File: src/rtl/mips_pkg.sv
// Shared MIPS decode constants and the IF/ID skid-buffer state encoding.
package mips_pkg;

   localparam logic [5:0] OP_ANDI = 6'h0C;
   localparam logic [5:0] OP_ORI  = 6'h0D;
   localparam logic [5:0] OP_XORI = 6'h0E;
   localparam logic [5:0] OP_LUI  = 6'h0F;

   typedef enum logic [1:0] {
      ST_EMPTY = 2'd0,
      ST_ONE   = 2'd1,
      ST_FULL  = 2'd2
   } buf_state_t;

endpackage

File: src/rtl/sign_ext.sv
// Sign-extends a 16-bit immediate to 32 bits.
module sign_ext (
   input  logic [15:0] a,
   output logic [31:0] res
);

   assign res = {{16{a[15]}}, a};

endmodule

File: src/rtl/if_id_reg.sv
// IF/ID pipeline register: 2-entry skid buffer (head + skid) with instruction
// field decode, immediate extension and branch-target computation on the head.
module if_id_reg
   import mips_pkg::*;
#(
   parameter logic [31:0] NOP_INSTR = 32'h0000_0000
) (
   input  logic        clk,
   input  logic        rst_n,
   input  logic        in_valid,
   output logic        in_ready,
   input  logic [31:0] in_instr,
   input  logic [31:0] in_pc4,
   input  logic        flush,
   output logic        out_valid,
   input  logic        out_ready,
   output logic [5:0]  out_opcode,
   output logic [4:0]  out_rs,
   output logic [4:0]  out_rt,
   output logic [4:0]  out_rd,
   output logic [4:0]  out_shamt,
   output logic [5:0]  out_funct,
   output logic [15:0] out_imm16,
   output logic [31:0] out_imm32,
   output logic [31:0] out_pc4,
   output logic [31:0] out_br_target
);

   buf_state_t  state, state_next;
   logic [31:0] head_instr, head_instr_next;
   logic [31:0] head_pc4, head_pc4_next;
   logic [31:0] skid_instr, skid_instr_next;
   logic [31:0] skid_pc4, skid_pc4_next;
   logic        ready_q;
   logic        push, pop;
   logic [31:0] imm_sext;

   assign in_ready  = ready_q;
   assign out_valid = (state != ST_EMPTY);
   assign push      = in_valid && in_ready;
   assign pop       = out_valid && out_ready;

   // in_ready is precomputed from the next state so it never depends
   // combinationally on out_ready.
   always_ff @(posedge clk or negedge rst_n) begin
      if (!rst_n) begin
         state      <= ST_EMPTY;
         ready_q    <= 1'b0;
         head_instr <= NOP_INSTR;
         head_pc4   <= 32'h0;
         skid_instr <= NOP_INSTR;
         skid_pc4   <= 32'h0;
      end else begin
         state      <= state_next;
         ready_q    <= (state_next != ST_FULL);
         head_instr <= head_instr_next;
         head_pc4   <= head_pc4_next;
         skid_instr <= skid_instr_next;
         skid_pc4   <= skid_pc4_next;
      end
   end

   always_comb begin
      state_next      = state;
      head_instr_next = head_instr;
      head_pc4_next   = head_pc4;
      skid_instr_next = skid_instr;
      skid_pc4_next   = skid_pc4;
      if (flush) begin
         state_next      = ST_EMPTY;
         head_instr_next = NOP_INSTR;
         head_pc4_next   = 32'h0;
         skid_instr_next = NOP_INSTR;
         skid_pc4_next   = 32'h0;
      end else begin
         case (state)
            ST_EMPTY: begin
               if (push) begin
                  state_next      = ST_ONE;
                  head_instr_next = in_instr;
                  head_pc4_next   = in_pc4;
               end
            end
            ST_ONE: begin
               if (push && pop) begin
                  head_instr_next = in_instr;
                  head_pc4_next   = in_pc4;
               end else if (push) begin
                  state_next      = ST_FULL;
                  skid_instr_next = in_instr;
                  skid_pc4_next   = in_pc4;
               end else if (pop) begin
                  state_next      = ST_EMPTY;
                  head_instr_next = NOP_INSTR;
                  head_pc4_next   = 32'h0;
               end
            end
            ST_FULL: begin
               if (pop) begin
                  state_next      = ST_ONE;
                  head_instr_next = skid_instr;
                  head_pc4_next   = skid_pc4;
                  skid_instr_next = NOP_INSTR;
                  skid_pc4_next   = 32'h0;
               end
            end
            default: begin
               state_next      = ST_EMPTY;
               head_instr_next = NOP_INSTR;
               head_pc4_next   = 32'h0;
               skid_instr_next = NOP_INSTR;
               skid_pc4_next   = 32'h0;
            end
         endcase
      end
   end

   sign_ext u_sign_ext (
      .a   (head_instr[15:0]),
      .res (imm_sext)
   );

   assign out_opcode    = head_instr[31:26];
   assign out_rs        = head_instr[25:21];
   assign out_rt        = head_instr[20:16];
   assign out_rd        = head_instr[15:11];
   assign out_shamt     = head_instr[10:6];
   assign out_funct     = head_instr[5:0];
   assign out_imm16     = head_instr[15:0];
   assign out_pc4       = head_pc4;
   assign out_br_target = head_pc4 + {imm_sext[29:0], 2'b00};

   // Logical immediates are zero-extended, lui shifts into the upper half.
   always_comb begin
      out_imm32 = imm_sext;
      if (out_opcode == OP_ANDI || out_opcode == OP_ORI || out_opcode == OP_XORI)
         out_imm32 = {16'h0, head_instr[15:0]};
      else if (out_opcode == OP_LUI)
         out_imm32 = {head_instr[15:0], 16'h0};
   end

endmodule
File: config.mk
export PLATFORM = sky130hd
export DESIGN_NAME = if_id_reg
export DESIGN_NICKNAME = d
export VERILOG_FILES = /design/src/rtl/mips_pkg.sv /design/src/rtl/sign_ext.sv /design/src/rtl/if_id_reg.sv
export SDC_FILE = /design/constraint.sdc
export NUM_CORES = 1
export LEC_CHECK = 0
export ABC_AREA = 0
export BUFFER_PORTS_ARGS = -buffer_cell sky130_fd_sc_hd__buf_4
export CAP_MARGIN = 10
export CORE_MARGIN = 3
export CORE_UTILIZATION = 45
export DETAILED_ROUTE_END_ITERATION = 10
export GPL_TIMING_DRIVEN = 0
export PLACE_DENSITY = 0.74
export SLEW_MARGIN = 25
export SYNTH_ARGS = -nofsm -noshare
export SYNTH_HDL_FRONTEND = slang
export SYNTH_SLANG_ARGS = --single-unit
File: constraint.sdc
create_clock -name clk -period 2.8 [get_ports clk]
set_input_delay 0.7 -clock clk [delete_from_list [all_inputs] [get_ports clk]]
set_output_delay 0.7 -clock clk [all_outputs]
set_load 0.005 [all_outputs]
==> run_results.csv, run 1 <==
group,metric,value,unit
clocking,insertion_delay,420,ps
place,post-place-cells,1304,
synthesis,ys_top_cells_by_count,"219 x nand2_1, 137 x o21ai_1, 131 x dfrtp_1, 64 x a22oi_1, 46 x clkbuf_1",
grt,antenna_found_initial,1,
power_and_ir_drop,p_leak,5.060,nW
drt,wl_per_cell,18.74,um
sta,setup_slack,-758.1,ps
clocking,clock_sinks,131,
floorplan,dieArea,17990,um^2
sta,fin_crit,3558,ps
worst_setup_path,startpoint_type,"flop",
cells_and_area,n_antenna_cell,0,
synthesis,async_flop_share,1.000,
worst_setup_path,cp.arrival,2860,ps
clocking,h-tree-depth,4,
grt,grt_pass1_wl,38610,um
synthesis,avgSynthCellArea,8.452,um^2
drt,drtIter0Drc,627,
synthesis,synth_top_cell_by_area,"dfrtp_1",
synthesis,synth-main-ff-cell,"dfrtp_1",
run,drv_cap,0,
place,dp_hpwl,17580,um
place,place_ws,-631.4,ps
worst_setup_path,cp_max_fo,2,
grt,grt.total_usage,0.2766,
worst_setup_path,worstSetupEndpointType,"output port",
synthesis,synth.distinct_cells,48,
floorplan,rows,46,
clocking,clk_pin_slew,60,ps
cells_and_area,nets,1233,
clocking,cts_root_buf,"clkbuf_16",
cells_and_area,final_layout_size_suffix_gt1_frac,0.3496,
status,violations,"setup timing",
floorplan,io_pins,215,
synthesis,synth-edff-count,0,
sta,tightest_slew,674.4,ps
clocking,hold_buffers,0,
status,status,"finished with violations",
synthesis,synthesis.area,7387,um^2
grt,grt_max_degree,78,
clocking,cts_buffers,17,
floorplan,fp.dieW,134.1,um
place,portBuffers,213,
sta,fmax,0.2811,GHz
drt,vias_per_cell,5.426,
cells_and_area,final_area,10690,um^2
synthesis,synthTopCellsByArea,"dfrtp_1 44%, nand2_1 11%, o21ai_1 9.3%",
worst_setup_path,crit_family,"compound AO/OA/AOI/OAI gates",
drt,vias,7396,
power_and_ir_drop,power_density,576.3,nW/um^2
synthesis,yosysWarnings,0,
sta,finalSetupViolCount,24,
drt,drc,0,
sta,slew_headroom,0.5504,
place,gp_congestion,0.9473,
clocking,clockBufferDepth,2,
cells_and_area,finalNonFillerCells,1363,
place,placed_cell_area,9333,um^2
floorplan,initial_core_util,0.4617,
power_and_ir_drop,irDropWorstVdd,0.3931,mV
worst_setup_path,path_class,"flop to output port",
sta,fin_crit_sh,1.271,
drt,first_pass_iters,5,
worst_setup_path,critPathSlowestCell,"dfrtp_2",
synthesis,synth_cells,874,
cells_and_area,areaGrowthSynthToFinish,44.65,%
floorplan,core-area,16000,um^2
grt,overflow,0,
synthesis,synthDominantCellAreaShare,0.4438,
grt,grt_pass1_vias,7017,
drt,ant_nets,0,
min_path,hold_path_class,"primary input to asynchronous set/reset pin",
sta,hold_violations,0,
worst_setup_path,cp.required,2100,ps
sta,rsz0062_at_grt,"yes",
synthesis,post-synth-top-count-cell,"nand2_1",
synthesis,ys_seq_elements,131,
worst_setup_path,crit_top_cell,"a211oi_2",
synthesis,seq_area_frac_synth,0.4438,
sta,drv_slew,0,
synthesis,synthesis.nets,973,
worst_setup_path,slowest_delay,430,ps
worst_setup_path,worst-path-buf-inv,2,
floorplan,fp.dieH,134.1,um
worst_setup_path,crit_chain,"ha_4 -> inv_2 -> fa_2 -> nand2b_4 -> a21oi_4 -> o211ai_1 -> a211oi_2 -> a211oi_2 -> o21ai_1 -> xor2_1 -> buf_4",
drt,finalWirelength,25550,um
clocking,cts_tree,"done",
sta,clock_skew,6.096,ps
## per-stage QoR
step	hold WS, ps	setup TNS [ps]	utilization	total power [mW]
2_1_floorplan	404.4	-11.94	-	2.926
3_3_place_gp	466.5	-7753	0.5807	3.717
3_5_place_dp	475.3	-6963	0.5833	3.745
4_1_cts	202.9	-10780	0.6548	6.102
5_1_grt	207.3	-14570	0.6678	6.433
6_report	188.8	-12350	0.6678	6.158
## power by group
group	internal [mW]	switching (mW)	leakage, nW	total (mW)
clock network	1.27	0.902	0.276	2.17
registers	2.04	0.161	1.74	2.20
logic	0.894	0.896	3.05	1.79
## state kept, by name, summed over array words and instances (netlist names)
name	flops
head_instr	32
skid_pc4	32
out_pc4	32
skid_instr	32
in_ready	1
state	2
## kinds of logic (layout without fill, tap and decap cells)
logic type	count (synthesis)	after routing	share of synthesized area
AND/OR/NAND/NOR	296	296	0.1687
AO/OA/AOI/OAI	293	293	0.2424
flip-flops	131	131	0.4438
buffers and inverters	94	367	0.05776
adder cells (fa/ha/maj)	30	30	0.05183
XOR/XNOR	30	30	0.03557
## cells in the final DEF, fill, tap and decap left out, types with 4 or more instances in the layout
cell type	synthesis	routed
a22oi_1	64	64
o21bai_1	5	4
buf_4	18	267
a21oi_2	1	11
nand2b_1	6	5
buf_2	5	5
clkbuf_2	0	4
o21ai_1	137	136
dfrtp_1	131	115
ha_4	0	20
dfrtp_2	0	15
a21oi_1	36	24
a21o_1	19	19
inv_1	9	8
clkbuf_16	0	17
buf_1	16	15
nand2_1	219	218
nor2b_1	19	17
a211o_1	4	4
nand3_1	5	5
xnor2_1	17	14
nor2_1	23	22
ha_2	0	5
inv_6	0	8
ha_1	29	4
nand4_1	9	9
xor2_1	13	13
clkbuf_1	46	31
## repair_timing
action	4_1_cts	5_1_grt
endpoints found under the setup margin	56	36
pin swaps	19	16
gates resized for setup	83	19
buffers inserted	23	16
## per-layer routing
layer	GRT usage	up-vias	routed length, um	part of all wire
li1	-	3550	-	-
met1	0.3804	3495	10610	0.42
met2	0.4301	300	12180	0.48
met3	0.05926	49	1870	0.073
met4	0.1092	2	873	0.034
met5	0	-	7	0.00027
## area by class of cell
type	instances	area (um^2)
multi-input cells	649	4214
well taps	216	270.3
repair buffers	253	1934
clock inverters	14	140.1
clock buffers	18	439.2
plain buffers	73	352.8
inverters	9	33.78
flip-flops and latches	131	3301
fillers	1324	5315
## worst paths after layout
| kind | startpoint | to | slack [ps] | depth (start not counted) |
|---|---|---|---|---|
| worst max-delay path | head_instr[0] | out_br_target[30] | -760 | 11 |
| worst min-delay path | rst_n | head_instr[19] | 190 | 1 |
| worst max register to register | state[1] | out_pc4[5] | 340 | 6 |
| worst min register to register | head_instr[21] | head_instr[21] | 490 | 2 |
| max in group asynchronous | rst_n | head_instr[0] | 1850 | 2 |
| min in group clk | flush | state[0] | 490 | 2 |
## worst reg2reg max path: cells and delay by family, from the launching register on
kind                   cells  cell delay [ps]
buffers and inverters      3             1350
AO/OA/AOI/OAI              2              380
flip-flops                 1              360
AND/OR/NAND/NOR            1              290
(Power assumes the default switching activity.)
==> run 2, diff against run 1 <==
GPL_TIMING_DRIVEN = not set   (was 0)
==> run_results.csv, run 2 (synthesis results as in run 1) <==
group,metric,value,unit
status,status,"finished with violations",
status,violations,"setup timing",
clocking,clockBufferDepth,2,
grt,antenna_found_initial,0,
worst_setup_path,critPathSlowestCell,"dfrtp_1",
cells_and_area,layout_common_cells,"336 x buf_4, 217 x nand2_1, 137 x o21ai_1",
sta,clock_skew,7.483,ps
grt,grt_pass1_wl,40350,um
clocking,cts_tree,"done",
power_and_ir_drop,p_leak,5.405,nW
worst_setup_path,startpoint_type,"flop",
clocking,clk_pin_slew,60,ps
cells_and_area,final_layout_size_suffix_gt1_frac,0.3933,
sta,hold_violations,0,
worst_setup_path,crit_chain,"ha_1 -> buf_4 -> nand2_1 -> nor2_1 -> o211ai_1 -> a211oi_2 -> a211oi_2 -> o21ai_1 -> xor2_1 -> buf_4",
run,drv_cap,0,
drt,finalWirelength,25830,um
sta,slew_headroom,0.5027,
place,placed_cell_area,9889,um^2
sta,fin_hold_ws,266.0,ps
clocking,insertion_delay,420,ps
clocking,cts_root_buf,"clkbuf_16",
drt,ant_nets,0,
drt,wl_per_cell,18.68,um
worst_setup_path,cp.arrival,2770,ps
drt,first_pass_iters,5,
sta,drv_slew,0,
grt,overflow,0,
min_path,hold_path_class,"primary input to asynchronous set/reset pin",
floorplan,fp.dieH,134.1,um
power_and_ir_drop,power_density,569.7,nW/um^2
drt,drc,0,
floorplan,core-area,16000,um^2
place,portBuffers,214,
sta,rsz0062_at_grt,"yes",
worst_setup_path,path_class,"flop to output port",
sta,setup_slack,-672.5,ps
place,place_ws,-259.5,ps
clocking,cts_buffers,17,
sta,fmax,0.2880,GHz
power_and_ir_drop,irDropWorstVdd,0.4964,mV
clocking,hold_buffers,0,
worst_setup_path,worst-path-buf-inv,2,
worst_setup_path,crit_family,"compound AO/OA/AOI/OAI gates",
sta,fin_tns_setup,-9850,ps
clocking,h-tree-depth,4,
worst_setup_path,worstSetupEndpointType,"output port",
cells_and_area,final_common_cell,"buf_4",
drt,vias_per_cell,5.522,
floorplan,fp.dieW,134.1,um
sta,tightest_slew,745.9,ps
sta,fin_crit_sh,1.240,
grt,grt.total_usage,0.2855,
floorplan,initial_core_util,0.4617,
cells_and_area,nets,1253,
cells_and_area,n_antenna_cell,0,
grt,grt_max_degree,129,
clocking,clock_sinks,131,
grt,grt_pass1_vias,7221,
worst_setup_path,cp_max_fo,4,
worst_setup_path,slowest_delay,410,ps
drt,vias,7637,
place,gp_congestion,0.9173,
floorplan,dieArea,17990,um^2
place,dp_hpwl,17530,um
floorplan,io_pins,215,
cells_and_area,final_area,11070,um^2
sta,finalSetupViolCount,25,
sta,fin_crit,3473,ps
worst_setup_path,cp.required,2100,ps
drt,drtIter0Drc,762,
cells_and_area,areaGrowthSynthToFinish,49.80,%
floorplan,rows,46,
[run 2: cell count changes in the layout (fill, tap and decap cells not counted), sizes merged]
cell / previous run / this run
buf: 291 / 346
clkbuf: 53 / 18
clkinv: 2 / 8
clkinvlp: 3 / 1
inv: 17 / 13
[run 2: worst reg2reg max path, stage by stage, from the launching register on]
cell and delay, ps:
dfrtp_1 590, nor2_1 90, a211oi_1 220, a21oi_1 100, nor2_4 120, buf_4 560
nand2_1 160, o21ai_1 160
[run 2: per-layer routing]
metal | vias to the layer above | wire (um) | track usage
met2 | 382 | 12230 | 0.4478
met3 | 46 | 2409 | 0.08252
met1 | 3634 | 10550 | 0.3883
met5 | - | 0 | 0
li1 | 3575 | - | -
met4 | 0 | 642 | 0.08371
[run 2: power by group]
| group | internal, mW | switching (mW) | total (mW) |
|---|---|---|---|
| clock | 1.26 | 0.889 | 2.14 |
| sequential | 2.03 | 0.128 | 2.16 |
| combinational | 1.02 | 0.983 | 2.00 |
| total | 4.30 | 2.00 | 6.30 |
[run 2: timing repair]
item | CTS | global route
gates resized for setup | 58 | 17
buffers inserted | 12 | 5
pin swaps | 26 | 15
endpoints found under the setup margin | 24 | 25
[run 2: area by class of cell]
cell class	instances	area (um^2)
fill	1233	4935
multi-input combinational	649	4225
sequential	131	3279
timing repair buffer	346	2688
clock buffer	18	439.2
tap	216	270.3
clock inverter	14	130.1
inverter	9	33.78
[run 2: final timing paths]
| path | from | end | slack [ps] | cells after the start |
|---|---|---|---|---|
| max | out_pc4[11] | out_br_target[30] | -670 | 10 |
| min in group clk | skid_instr[19] | skid_instr[19] | 490 | 2 |
| max reg2reg | state[1] | head_instr[5] | 690 | 7 |
| min reg2reg | skid_instr[19] | skid_instr[19] | 490 | 2 |
| max in group asynchronous | rst_n | out_pc4[13] | 1830 | 2 |
| min | rst_n | head_instr[21] | 270 | 1 |
[run 2: through the flow]
step	cells	total power [mW]	util
3_5_place_dp	1335	3.972	0.6181
6_report	1383	6.304	0.6916
5_1_grt	1383	6.577	0.6916
4_1_cts	1379	6.241	0.6834
2_1_floorplan	874	2.926	-
3_3_place_gp	1335	3.948	0.6181
